===== src/rtl/cordic_pkg.sv =====
// ----------------------------------------------------------------------------
// cordic_pkg
// Shared Q2.29 constants and the FSM state encoding used by the iterative
// CORDIC sine/cosine controller.
// Q2.29: 1 sign bit, 2 integer bits and 29 fraction bits; 1.0 == 0x20000000.
// ----------------------------------------------------------------------------
package cordic_pkg;

   localparam int DATA_W = 32;

   localparam logic signed [DATA_W-1:0] PI            = 32'sh6487ED51;
   localparam logic signed [DATA_W-1:0] PI_BY_2       = 32'sh3243F6A9;
   localparam logic signed [DATA_W-1:0] MINUS_PI      = 32'sh9B7812AF;
   localparam logic signed [DATA_W-1:0] MINUS_PI_BY_2 = 32'shCDBC0957;
   localparam logic signed [DATA_W-1:0] CORDIC_K      = 32'sh136E9DB4;
   localparam logic signed [DATA_W-1:0] ONE           = 32'sh20000000;

   typedef enum logic [1:0] {
      ST_IDLE    = 2'd0,
      ST_RUN     = 2'd1,
      ST_CORRECT = 2'd2,
      ST_DONE    = 2'd3
   } cordic_state_e;

endpackage


===== src/rtl/cordic_atan_lut.sv =====
// ----------------------------------------------------------------------------
// cordic_atan_lut
// Combinational table of atan(2^-idx) in Q2.29 for idx 0..28 (rounded).
// Ports:
//   idx  - in,  5 bits : micro-rotation index
//   atan - out, 32 bits: signed Q2.29 angle; 0 for idx > 28
// ----------------------------------------------------------------------------
module cordic_atan_lut
   import cordic_pkg::*;
(
   input  logic [4:0]               idx,
   output logic signed [DATA_W-1:0] atan
);

   always_comb begin
      atan = '0;
      case (idx)
         5'd0 : atan = 32'sh1921FB54;
         5'd1 : atan = 32'sh0ED63383;
         5'd2 : atan = 32'sh07D6DD7E;
         5'd3 : atan = 32'sh03FAB753;
         5'd4 : atan = 32'sh01FF55BC;
         5'd5 : atan = 32'sh00FFEAAE;
         5'd6 : atan = 32'sh007FFD55;
         5'd7 : atan = 32'sh003FFFAB;
         5'd8 : atan = 32'sh001FFFF5;
         5'd9 : atan = 32'sh000FFFFF;
         5'd10: atan = 32'sh00080000;
         5'd11: atan = 32'sh00040000;
         5'd12: atan = 32'sh00020000;
         5'd13: atan = 32'sh00010000;
         5'd14: atan = 32'sh00008000;
         5'd15: atan = 32'sh00004000;
         5'd16: atan = 32'sh00002000;
         5'd17: atan = 32'sh00001000;
         5'd18: atan = 32'sh00000800;
         5'd19: atan = 32'sh00000400;
         5'd20: atan = 32'sh00000200;
         5'd21: atan = 32'sh00000100;
         5'd22: atan = 32'sh00000080;
         5'd23: atan = 32'sh00000040;
         5'd24: atan = 32'sh00000020;
         5'd25: atan = 32'sh00000010;
         5'd26: atan = 32'sh00000008;
         5'd27: atan = 32'sh00000004;
         5'd28: atan = 32'sh00000002;
         default: atan = '0;
      endcase
   end

endmodule


===== src/rtl/cordic_iter_ctrl.sv =====
// ----------------------------------------------------------------------------
// cordic_iter_ctrl
// Iterative (one micro-rotation per clock) CORDIC sine/cosine engine with a
// valid/ready request port and a valid/ready result port. Latency from the
// accepting edge to out_valid is ITER+1 edges; one request in flight at a time.
//
// Parameters:
//   ITER      - micro-rotations per operation, 8..28
// Ports:
//   clk       - in : clock, rising edge
//   rst       - in : asynchronous active-high reset
//   angle_in  - in : signed Q2.29 reduced angle in [0, pi/2]
//   quad_in   - in : quadrant code; bit1 negates sine, bit0 negates cosine
//   in_valid  - in : request valid
//   in_ready  - out: request accepted this cycle (IDLE only)
//   sin_out   - out: signed Q2.29 sine
//   cos_out   - out: signed Q2.29 cosine
//   out_valid - out: result valid, held until out_ready
//   out_ready - in : consumer accepts the result
//
// Build option: define CORDIC_CTRL_SAT_EN to clamp results to [-1.0, +1.0].
// ----------------------------------------------------------------------------
module cordic_iter_ctrl
   import cordic_pkg::*;
#(
   parameter int ITER = 24
)
(
   input  logic                     clk,
   input  logic                     rst,
   input  logic [DATA_W-1:0]        angle_in,
   input  logic [1:0]               quad_in,
   input  logic                     in_valid,
   output logic                     in_ready,
   output logic signed [DATA_W-1:0] sin_out,
   output logic signed [DATA_W-1:0] cos_out,
   output logic                     out_valid,
   input  logic                     out_ready
);

   cordic_state_e state, state_nxt;

   logic signed [DATA_W-1:0] x, y, z;
   logic signed [DATA_W-1:0] atan_i;
   logic [4:0]               i;
   logic [1:0]               quad;
   logic                     last_iter;

   assign last_iter = (i == 5'(ITER - 1));

   // CORDIC gain may push a unit result a few LSB past 1.0; clamp when enabled.
   function automatic logic signed [DATA_W-1:0] sat_unit(input logic signed [DATA_W-1:0] v);
      logic signed [DATA_W-1:0] r;
      r = v;
`ifdef CORDIC_CTRL_SAT_EN
      if (v > ONE)
         r = ONE;
      else if (v < -ONE)
         r = -ONE;
`endif
      return r;
   endfunction

   cordic_atan_lut u_atan (
      .idx  (i),
      .atan (atan_i)
   );

   always_ff @(posedge clk or posedge rst) begin
      if (rst)
         state <= ST_IDLE;
      else
         state <= state_nxt;
   end

   always_comb begin
      state_nxt = state;
      in_ready  = 1'b0;
      case (state)
         ST_IDLE: begin
            in_ready = 1'b1;
            if (in_valid)
               state_nxt = ST_RUN;
         end
         ST_RUN: begin
            if (last_iter)
               state_nxt = ST_CORRECT;
         end
         ST_CORRECT: state_nxt = ST_DONE;
         ST_DONE: begin
            if (out_ready)
               state_nxt = ST_IDLE;
         end
         default: state_nxt = ST_IDLE;
      endcase
   end

   always_ff @(posedge clk or posedge rst) begin
      if (rst) begin
         x         <= '0;
         y         <= '0;
         z         <= '0;
         i         <= '0;
         quad      <= '0;
         sin_out   <= '0;
         cos_out   <= '0;
         out_valid <= 1'b0;
      end else begin
         case (state)
            // capture: start vector (K, 0) so no gain correction is needed later
            ST_IDLE: begin
               if (in_valid) begin
                  x    <= CORDIC_K;
                  y    <= '0;
                  z    <= angle_in;
                  quad <= quad_in;
                  i    <= '0;
               end
            end
            // one micro-rotation per cycle, all terms from pre-update values
            ST_RUN: begin
               if (!z[DATA_W-1]) begin
                  x <= x - (y >>> i);
                  y <= y + (x >>> i);
                  z <= z - atan_i;
               end else begin
                  x <= x + (y >>> i);
                  y <= y - (x >>> i);
                  z <= z + atan_i;
               end
               i <= i + 5'd1;
            end
            // quadrant sign correction into the result registers
            ST_CORRECT: begin
               sin_out   <= sat_unit(quad[1] ? -y : y);
               cos_out   <= sat_unit(quad[0] ? -x : x);
               out_valid <= 1'b1;
            end
            ST_DONE: begin
               if (out_ready)
                  out_valid <= 1'b0;
            end
            default: ;
         endcase
      end
   end

endmodule


===== config.mk =====
export PLATFORM = sky130hd
export DESIGN_NAME = cordic_iter_ctrl
export DESIGN_NICKNAME = d
export VERILOG_FILES = /design/src/rtl/cordic_pkg.sv /design/src/rtl/cordic_atan_lut.sv /design/src/rtl/cordic_iter_ctrl.sv
export SDC_FILE = /design/constraint.sdc
export NUM_CORES = 1
export LEC_CHECK = 0
export CAP_MARGIN = 40
export CELL_PAD_IN_SITES_DETAIL_PLACEMENT = 1
export CELL_PAD_IN_SITES_GLOBAL_PLACEMENT = 1
export CORE_AREA = 5 5 204 206
export DETAILED_ROUTE_END_ITERATION = 7
export DIE_AREA = 0 0 209 211
export PLACE_DENSITY_LB_ADDON = 0.1
export SLEW_MARGIN = 30
export SYNTH_ARGS = -nofsm -noshare
export SYNTH_HDL_FRONTEND = slang
export SYNTH_SLANG_ARGS = --single-unit

===== constraint.sdc =====
create_clock -name clk -period 12.9 [get_ports clk]
set_input_delay 1.29 -clock clk [delete_from_list [all_inputs] [get_ports clk]]
set_output_delay 1.29 -clock clk [all_outputs]
set_load 0.02 [all_outputs]

-- Word-level counts from Yosys, hierarchy flattened
Memory sizes are Yosys's and may differ from the RTL's.
Cells that the tools add are included.
- equality and inequality tests: 7
- multiplexer cells: 20
- shifts and indexed selects: 2
- reduce and logical (&&, ||, !) cells: 7
- $add $sub $neg: 9
- operators by type and width (kind ; number):
    $mux W32 ; 8
    $pmux W32 S2 ; 3
    $add A32 B32 Y32 ; 3
    $sub A32 B32 Y32 ; 3
    $neg A32 Y32 ; 2
    $sshr A32 B5 Y32 ; 2
    $pmux W5 S2 ; 1
    $pmux W2 S4 ; 1
    $mux W2 ; 3
    $ne A2 B2 Y1 const B ; 3
    $reduce_and A2 Y1 ; 3
    $add A5 B1 Y5 const B ; 1
    $eq A5 B5 Y1 const B ; 1
    $mux W5 ; 1
    $eq A2 B2 Y1 const B ; 2
    $reduce_bool A2 Y1 ; 2
    $reduce_and A3 Y1 ; 1
    $eq A2 B1 Y1 const B ; 1
    $logic_not A2 Y1 ; 1
    $mux W1 ; 2
    $pmux W1 S2 ; 1
- word-level logic and storage cells: 55
- memory bits (read-only): 928
- input bits: 38
- register bits: 170
- memories: 1
- output and inout bits: 66
- memories (memory ; words ; bits a word ; rd ports ; clocked after memory_dff ; write ports ; line ; source):
    (name not given) ; 32 ; 29 ; 1 ; 0 ; 0 ; cordic_atan_lut.sv:17 ; case (idx)

-- Longest topological paths before layout
Gate-level depths: netlist of run 1.
- depth after elaboration: 4
- mapped depth: 29
- mapped depth without buffers: 24

-- By module
Synthesis of run 1 repeated with hierarchy kept, for this count alone.
- cell total of the unflattened synthesis: 2395
- area total of the unflattened synthesis: 19984.2 µm²
- modules (own cells, without submodules) (module ; seq. area each (µm²) ; area an instance (µm²) ; cells an instance ; times used):
    cordic_iter_ctrl ; 4254.1 ; 19208.4 ; 2272 ; 1
    cordic_atan_lut ; 0.0 ; 775.7 ; 123 ; 1

-- Worst setup path after synthesis of run 1
OpenSTA, ideal clock, no wires.
- path type: register to register
- start: register i[1]
- end: register y[31]
- buffers on the path: 4
- cell stages (with the launch flop): 28
- arrival: 5.953 ns
- data required time: 12.779 ns
- period minus slack after synthesis: 6.074 ns
- slack: 6.826 ns
- cell sequence: dfrtp_1 -> buf_6 -> buf_6 -> buf_12 -> buf_2 -> mux4_2 -> a21boi_0 -> o221ai_1 -> a221oi_1 -> nand4b_1 -> inv_1 -> and3_1 -> nand3_1 -> nor2_1 -> a21oi_1 -> xnor2_1 -> ha_1 -> a211oi_1 -> nand3_1 -> a2111oi_0 -> nor3_1 -> a311o_1 -> a211oi_1 -> nor3_1 -> a2111oi_0 -> xnor2_1 -> o21ai_1 -> a22o_1
- longest elaborated chain between the ends: 4
- elaborated cells between the ends (all ways): 5
- those cells by class: add/sub (2); shift (1); mux (2)
- ends and longest elaborated chain (item ; line ; source):
    from (decl) ; cordic_iter_ctrl.sv:45 ; logic [4:0] i;
    from (signal assigned) ; cordic_iter_ctrl.sv:131 ; i <= i + 5'd1;
    $sshr A32 B5 Y32 * ; cordic_iter_ctrl.sv:124, cordic_iter_ctrl.sv:128 ;
    $add A32 B32 Y32 or $sub A32 B32 Y32 (tied branches) ; cordic_iter_ctrl.sv:124, cordic_iter_ctrl.sv:128 ;
    $mux W32 * ; cordic_iter_ctrl.sv:122 ; if (!z[DATA_W-1]) begin
    $pmux W32 S2 * ; cordic_iter_ctrl.sv:109 ; case (state)
    to (signal assigned) ; cordic_iter_ctrl.sv:124 ; y <= y + (x >>> i);
    to (signal assigned) ; cordic_iter_ctrl.sv:128 ; y <= y - (x >>> i);
    to (decl) ; cordic_iter_ctrl.sv:43 ; logic signed [DATA_W-1:0] x, y, z;
Mark *: on every way between the ends. The rest lies on a longest branch, timed or not.
A chain may end at the register's enable or synchronous reset.

-- Final worst setup path of run 1
- start: register i[0]
- end: register y[31]
The elaborated chain is that of the path after synthesis.

==> results.json, run 1 <==
{
  "insertedDiodeCount": 0,
  "outcome": "completed",
  "cts_max_level": 4,
  "dieArea_um2": 44100,
  "ys_seq_area_frac": 0.215,
  "core_um2": 39500,
  "synthFlopType": "dfrtp_1",
  "postRouteAntennaNets": 0,
  "critical_path_class": "reg2reg",
  "nNetsFinal": 2516,
  "place_area_um2": 20900,
  "routabilityCongestion": 1.02,
  "worst_pin_slew_ns": 0.887,
  "finalSetupViolCount": 0,
  "wl_per_cell_um": 26.5,
  "synth_edf_count": 0,
  "drc_errors": 0,
  "cts_resized": 0,
  "num_io_pins": 104,
  "cp_data_required_time_ns": 13.27,
  "cts.path.max_buffers": 2,
  "critPathMaxFanout": 45,
  "worstSkewPairLatency_ns": 0.48,
  "syn-cell-area_um2": 19800,
  "cp-start-kind": "flip-flop",
  "clock-sinks": 170,
  "rows": 73,
  "antenna_found_initial": 1,
  "routed_wl_mm": 76.6,
  "finClkSkew_ns": 0.0162,
  "async_flop_share": 1.00,
  "area_growth_pct": 8.85,
  "timing.slew.headroom": 0.408,
  "fp.dieW_um": 209,
  "crit_slowest_cell": "dfrtp_4",
  "via_per_inst": 6.71,
  "fmax_mhz": 129,
  "max_stage_delay_ns": 0.71,
  "start_util": 0.502,
  "post_cts_buffers": 0,
  "crit_chain": "buf_4, mux4_2, a21boi_0, o221ai_1, a221oi_1, nand4b_1, inv_1, and3_1, nand3_1, nor2_1, a21oi_1, xnor2_1, ha_1, a211oi_1, nand3_1, a2111oi_0, nor3_1, a311o_1, a211oi_1, nor3_1, a2111oi_0, xnor2_1, o21ai_1, a22o_1",
  "slew_violations": 0,
  "die_h_um": 211,
  "ys_warn_count": 0,
  "rsz0062_at_grt": "false",
  "synth-seq-cells": 170,
  "drive_above_1_share": 0.0972,
  "overflow": 0,
  "ys_types": 104,
  "finalSetupTns_ns": 0,
  "grt_pass1_vias": 19800,
  "final_area_um2": 21600,
  "path_clk_slew_ns": 0.08,
  "cts_tree": "yes",
  "numCtsBuffers": 17,
  "cap_violations": 0,
  "grt_pass1_wl_mm": 119,
  "fin_crit_sh": 0.601,
  "dp_hpwl_mm": 57.4,
  "syn_nets": 2540,
  "clockRootBuffer": "clkbuf_16",
  "ctsHoldBuffers": 0,
  "grt_max_degree": 72,
  "hold_viol": 0,
  "finalCriticalPeriod_ns": 7.76,
  "track_usage": 0.341,
  "arrival_ns": 8.13,
  "drt-pass1-iter-count": 6,
  "vias": 19400,
  "min_path_type": "reg2reg",
  "port_buffers": 103,
  "avgSynthCellArea_um2": 8.33,
  "drt-initial-drc-count": 1863,
  "cp-end-kind": "flip-flop",
  "synthCells": 2379
}
[path summary, 6_finish.rpt]
| check | startpoint | end | slack, ns | cells after the start |
|---|---|---|---|---|
| worst max-delay path | i[0]$_DFFE_PP0P_ | y[31]$_DFFE_PP0P_ | 5.14 | 24 |
| worst min-delay path | z[16]$_DFFE_PP0P_ | z[16]$_DFFE_PP0P_ | 0.50 | 2 |
| worst max register to register | i[0]$_DFFE_PP0P_ | y[31]$_DFFE_PP0P_ | 5.14 | 24 |
| worst min register to register | z[16]$_DFFE_PP0P_ | z[16]$_DFFE_PP0P_ | 0.50 | 2 |
| max in group asynchronous | rst | i[2]$_DFFE_PP0P_ | 10.47 | 3 |
| min in group asynchronous | rst | z[0]$_DFFE_PP0P_ | 1.26 | 2 |
[cell type report]
| type | count | area [um^2] |
|---|---|---|
| inverter | 56 | 218 |
| multi-input combinational | 1968 | 14400 |
| tap | 525 | 657 |
| timing repair buffer | 142 | 1430 |
| sequential | 170 | 4270 |
| fill | 4739 | 17900 |
| clock inverter | 13 | 184 |
| clock buffer | 18 | 429 |
[synthesized netlist by cell type (7+ instances only)]
master    instances  area, um^2
a21oi_1         235        1180
nor2_1          229         860
nand2_1         219         822
dfrtp_1         170        4250
o21ai_0         151         756
xor2_1          128        1120
ha_1            120        1500
clkbuf_1        107         402
xnor2_1          92         806
mux2i_1          66         661
mux4_2           54        1220
inv_1            53         199
mux2_2           51         574
a21o_1           47         353
nor3_1           44         220
nand3_1          42         210
a31oi_1          28         175
o31ai_1          27         203
buf_2            24         120
nor2b_1          24         150
a211oi_1         23         173
o22ai_1          23         144
nand2b_1         21         131
buf_1            18        67.6
buf_6            18         203
o211ai_1         18         135
and3_1           17         106
o21a_1           17         128
or3_1            17         106
a22oi_1          15         113
nor4_1           15        93.8
and2_1           14        87.6
mux4_1           13         342
a21boi_0         12        90.1
o41ai_1          11        96.3
or4_1            11        82.6
a221oi_1         10        87.6
o221ai_1         10        87.6
o21bai_1          9        67.6
or2_2             9        56.3
o22a_1            8        70.1
a32oi_1           7        61.3
buf_4             7        52.6
nor3b_1           7        52.6
[kinds of logic (layout without fill, tap and decap cells)]
family,Yosys count,after routing,synth area share
and+or+nand+nor,704,704,0.166
muxes,192,192,0.147
buffers and inverters,241,229,0.0620
xor gates and xnor gates,220,220,0.0972
adders and majority gates,123,123,0.0788
AOI/OAI and AO/OA,729,729,0.235
DFF,170,170,0.215
[critical path: cells and delay by family (launching register included)]
family,cells,cell delay (ns)
DFF,1,0.71
xor gates and xnor gates,2,0.47
buffers and inverters,2,0.78
adders and majority gates,1,0.35
AOI/OAI and AO/OA,11,3.33
and+or+nand+nor,7,1.36
muxes,1,0.62
[flip-flops by register name, indices dropped and copies added, names as in the netlist]
signal     flops
i              5
sin_out       32
x             32
quad           2
z             32
state          2
y             32
out_valid      1
cos_out       32
[layout by cell type, fill, tap and decap left out, types with 42 or more instances in the layout]
cell,n
a21oi_1,235
nor2_1,227
nand2_1,218
dfrtp_1,164
o21ai_0,151
xor2_1,128
ha_1,118
clkdlybuf4s50_1,103
xnor2_1,92
mux2i_1,66
mux4_2,54
inv_1,52
mux2_2,51
a21o_1,47
nor3_1,43
nand3_1,42
[through the flow]
step | instances | util | setup slack [ns] | hold WS [ns]
finish | 2892 | 0.547 | 5.14 | 0.502
detailed placement | 2855 | 0.530 | 5.22 | 0.493
CTS | 2886 | 0.545 | 5.20 | 0.510
floorplan | 2379 | - | 6.83 | 0.456
global route | 2892 | 0.547 | 4.46 | 0.539
global placement | 2849 | 0.526 | 5.44 | 0.474
[metal layers]
| layer | global-route usage | up-vias | share of wire |
|---|---|---|---|
| met2 | 0.532 | 871 | 0.44 |
| li1 | - | 8695 | - |
| met3 | 0.0728 | 198 | 0.088 |
| met5 | 0 | - | 0 |
| met1 | 0.469 | 9627 | 0.43 |
| met4 | 0.127 | 0 | 0.038 |
Power of run 1 is left out: the tool's default activity adds up to more than one toggle a clock period on the data nets, which glitch-free logic cannot reach.
==> run 2: changes to the inputs <==
--- a/config.mk
+++ b/config.mk
@@ -8,9 +8,9 @@
 export CAP_MARGIN = 40
 export CELL_PAD_IN_SITES_DETAIL_PLACEMENT = 1
 export CELL_PAD_IN_SITES_GLOBAL_PLACEMENT = 1
-export CORE_AREA = 5 5 204 206
+export CORE_AREA = 5 5 210 212
 export DETAILED_ROUTE_END_ITERATION = 7
-export DIE_AREA = 0 0 209 211
+export DIE_AREA = 0 0 215 217
 export PLACE_DENSITY_LB_ADDON = 0.1
 export SLEW_MARGIN = 30
 export SYNTH_ARGS = -nofsm -noshare
==> constraint.sdc (replaced) <==
create_clock -name clk -period 7.8 [get_ports clk]
set_input_delay 0.78 -clock clk [delete_from_list [all_inputs] [get_ports clk]]
set_output_delay 0.78 -clock clk [all_outputs]
set_load 0.02 [all_outputs]
==> run 2 against run 1 <==
Against the previous run: cell area is 0.98% higher; worst hold slack hardly changed; setup slack worse by 4.6 ns; cell count is 1.6% higher; core utilization is 2.5 points lower; flip-flop and latch count stayed put; first-iteration DRC count is 8.1% higher; non-clock buffer count is 31 higher; via count is 0.76% higher; maximum frequency is 7.1% higher; clock-buffer cell count is 1 lower.
==> results.json, run 2 (synthesis gave the netlist of run 1 again) <==
{
  "outcome": "completed",
  "via_per_inst": 6.65,
  "timing.slew.headroom": 0.393,
  "fin_crit_sh": 0.928,
  "startpoint": "i[0]$_DFFE_PP0P_",
  "worst_pin_slew_ns": 0.899,
  "slew_violations": 0,
  "cp-end-kind": "flip-flop",
  "drt-pass1-iter-count": 5,
  "cap_violations": 0,
  "regToRegStartpoint": "i[0]$_DFFE_PP0P_",
  "cts_resized": 0,
  "antenna_found_initial": 0,
  "reg2reg_to": "y[31]$_DFFE_PP0P_",
  "postRouteAntennaNets": 0,
  "worstSkewPairLatency_ns": 0.52,
  "clockRootBuffer": "clkbuf_16",
  "fin_ws_ns": 0.558,
  "critPathMaxFanout": 40,
  "grt_max_degree": 77,
  "area_growth_pct": 9.91,
  "start_util": 0.475,
  "rrSetupSlack_ns": 0.56,
  "cts_max_level": 4,
  "track_usage": 0.331,
  "routed-wl-met3_mm": 6.01,
  "clock-sinks": 170,
  "rows": 75,
  "die_h_um": 217,
  "cp_data_required_time_ns": 8.20,
  "finClkSkew_ns": 0.0210,
  "wl_met2_mm": 35.3,
  "ctsHoldBuffers": 0,
  "critical_path_class": "reg2reg",
  "routed_wl_mm": 78.8,
  "fmax_mhz": 138,
  "min_path_type": "reg2reg",
  "wl_met1_mm": 35.3,
  "min_from": "z[0]$_DFFE_PP0P_",
  "drt-initial-drc-count": 2013,
  "path_clk_slew_ns": 0.07,
  "vias": 19500,
  "port_buffers": 103,
  "post_cts_buffers": 0,
  "grt_pass1_vias": 19900,
  "finalCriticalPeriod_ns": 7.24,
  "layout_common_cells": "235 x a21oi_1, 227 x nor2_1, 219 x nand2_1",
  "overflow": 0,
  "cts_tree": "yes",
  "fp.dieW_um": 215,
  "top_layer_used": "met4",
  "num_io_pins": 104,
  "rsz0062_at_grt": "false",
  "rr_worst_depth": 24,
  "routabilityCongestion": 1.02,
  "core_um2": 41800,
  "dieArea_um2": 46700,
  "wl_per_cell_um": 26.8,
  "dp_slack_ns": 0.544,
  "cts.path.max_buffers": 2,
  "numCtsBuffers": 17,
  "grt_pass1_wl_mm": 121,
  "insertedDiodeCount": 0,
  "finalSetupTns_ns": 0,
  "cp-start-kind": "flip-flop",
  "drive_above_1_share": 0.109,
  "hold_viol": 0,
  "drc_errors": 0,
  "arrival_ns": 7.64,
  "finalSetupViolCount": 0,
  "layout_commonest_cell": "a21oi_1",
  "crit_end": "y[31]$_DFFE_PP0P_",
  "nNetsFinal": 2547,
  "dp_hpwl_mm": 60.2
}
run 2: routing by layer:
| layer | up-vias | track usage |
|---|---|---|
| met5 | - | 0 |
| met4 | 0 | 0.111 |
| met3 | 143 | 0.0696 |
| met2 | 744 | 0.519 |
| met1 | 9901 | 0.459 |
| li1 | 8750 | - |
run 2: layout make-up:
class | instances | area, um^2
Inverter | 56 | 218
Clock buffer | 17 | 425
Clock inverter | 14 | 140
Fill cell | 4986 | 20000
Sequential cell | 170 | 4270
Multi-Input combinational cell | 1968 | 14400
Timing Repair Buffer | 173 | 1680
Tap cell | 539 | 674
run 2: per-stage QoR:
| stage | area (um^2) | hold WS (ns) | util | std cells |
|---|---|---|---|---|
| 6_report | 21800 | 0.502 | 0.522 | 2937 |
| 5_1_grt | 21800 | 0.527 | 0.522 | 2937 |
| 4_1_cts | 21700 | 0.504 | 0.520 | 2931 |
| 3_5_place_dp | 21100 | 0.487 | 0.506 | 2900 |
| 3_3_place_gp | 21000 | 0.475 | 0.504 | 2893 |
| 2_1_floorplan | 19800 | 0.456 | - | 2379 |
run 2: worst min-delay path by stage:
stage | cells after the start | slack (ns) | to
2_1_floorplan | 2 | 0.46 | z[0]$_DFFE_PP0P_
3_3_place_gp | 2 | 0.47 | z[0]$_DFFE_PP0P_
3_5_place_dp | 2 | 0.49 | z[16]$_DFFE_PP0P_
4_1_cts | 2 | 0.50 | z[16]$_DFFE_PP0P_
5_1_grt | 1 | 0.53 | sin_out[0]$_DFFE_PP0P_
6_report | 2 | 0.50 | z[0]$_DFFE_PP0P_
run 2: critical path: stages, from the launching register on:
cell and delay (ns):
dfrtp_4 0.71, buf_12 0.27, nor2_1 0.40, a22oi_1 0.13
o211a_1 0.22, a221oi_1 0.66, nand4b_1 0.26, inv_1 0.16
and3_1 0.21, nand3_1 0.24, nor2_1 0.22, a21oi_1 0.10
xnor2_1 0.17, ha_1 0.39, a211oi_1 0.32, nand3_1 0.15
a2111oi_0 0.34, nor3_1 0.19, a311o_1 0.48, a211oi_1 0.35
nor3_1 0.11, a2111oi_0 0.52, xnor2_1 0.21, o21ai_1 0.09
a22o_1 0.21
Power of run 2 is left out for the same reason.
==> RTL edit: new RTL, config.mk and constraints of run 2 <==
`DATA_W`: 32 -> 36.
--- a/src/rtl/cordic_pkg.sv
+++ b/src/rtl/cordic_pkg.sv
@@ -7,5 +7,5 @@
 package cordic_pkg;
 
-   localparam int DATA_W = 32;
+   localparam int DATA_W = 36;
 
    localparam logic signed [DATA_W-1:0] PI            = 32'sh6487ED51;
Interface: changed (resized angle_in, cos_out and sin_out); port bits go from 104 to 116. No check against the original RTL was run, so the function may have changed too.
==> RTL edit against run 2 <==
  * Global-route usage is 6.8 points higher
  * Synthesized cell count rose by 12%
  * Synthesized area rose by 9.0%
  * Worst setup slack worse by 74 ps
  * Sequential share of layout area is 0.22 points higher
  * Design area rose by 10%
  * Critical path depth is the same
  * Wire length is 21% higher
  * Sequential cell count grew 20
  * Maximum frequency is 1.0% lower
  * Count of clock-buffer cells in the layout rose by 3
  * Largest cell class unchanged
Power is not shown: default switching activity piles up to over one toggle a cycle in this logic, so the estimate is an artifact.
==> RTL edit: results (changes against run 2) <==
crit path max-delay cell type o41ai_1; M3 GR Usage 8.713% (+1.8 points); Commonest cells post-synth a21oi_1, nor2_1, nand2_1, dfrtp_1, o21ai_0; met2 Resource Use GR 65.79% (+14 points); Cells after DPL 3207 (+11%); vias in the first global route 23.70k (+19%); post-DP HPWL 71290 um (+18%); postcts setup bufs 0 (unchanged); Clock Skew 15.45 ps (-5.521 ps); first-pass GRT wire length 145700 um (+20%); non-clk buf share 8.309% (+0.59 points); DRT met1 WL 37170 um (+5.2%); bufs w/o clock 210 (+21%); vias per cell 6.979 (+4.9%); multi-input gates 2210 (+12%); DP Area 23440 um2 (+11%); multiplexer share of the synthesized area 13.96% (-0.72 points); adder-cell share of the synthesized area 7.460% (-0.42 points); CP Max Fanout 37 (-7.5%); fraction of area in multi-input gates 65.70% (-0.28 points); layout cells sized above 1 10.03% (-0.86 points); Fillers 5005 (+0.38%); first drt pass iteration count 6 (+1); clkbuf count 20 (+3); PortBufs 115 (+12%); GR Util met1 49.38% (+3.5 points); Synth Net Count 2836 (+12%); largest net degree at the start of global routing 90 (+17%); Clock-cell share 2.361% (-0.23 points); global placer's final weighted congestion 1.093 (+7.6%); top cells by area, synth dfrtp_1, ha_1, mux4_2; Seq cells 190 (+12%); met2 wire len 43860 um (+24%); drt initial violations 2878 (+43%); actual slew at the worst max-slew pin 905.4 ps (+6.156 ps); Reg clk slew, reported paths 70 ps (about the same); met3 wire length 8535 um (+42%); Finished Core Util 57.62% (+5.4 points); global-route usage over all layers 39.91% (+6.8 points); invs w/o clock 61 (+8.9%); wire per inst 29.38 um (+9.4%); register area 4770 um2 (+12%); status completed; xor/xnor share of the synthesized area 10.30% (+0.58 points); register area share after synthesis 22.01% (+0.55 points); initial antenna violation count 0 (unchanged)
RTL edit: changes by cell type after synthesis, sizes merged, moves of 12 or more:
cell and delta:
a21oi +52, mux2i +37, nor2 +35, clkbuf +33, o21ai +33, xnor2 +24, dfrtp +20, mux2 -18
and3 +12, buf -12
RTL edit: path summary, 6_finish.rpt:
path | startpoint | endpoint | slack (ps) | cells after the start
hold reg to reg | z[19] | z[19] | 490 | 2
setup / recovery | i[3] | z[35] | 480 | 24
max in group asynchronous | rst | i[2] | 5840 | 3
min in group asynchronous | rst | cos_out[12] | 720 | 2
hold / removal | z[19] | z[19] | 490 | 2
setup reg to reg | i[3] | z[35] | 480 | 24
RTL edit: worst max-delay path: cells and delay by family (launching register included):
family / cells / cell delay, ps
AND/OR/NAND/NOR: 12 / 2950
AO/OA/AOI/OAI: 7 / 2270
buffers and inverters: 2 / 610
flip-flops: 1 / 500
XOR/XNOR: 2 / 450
adder cells (fa/ha/maj): 1 / 400
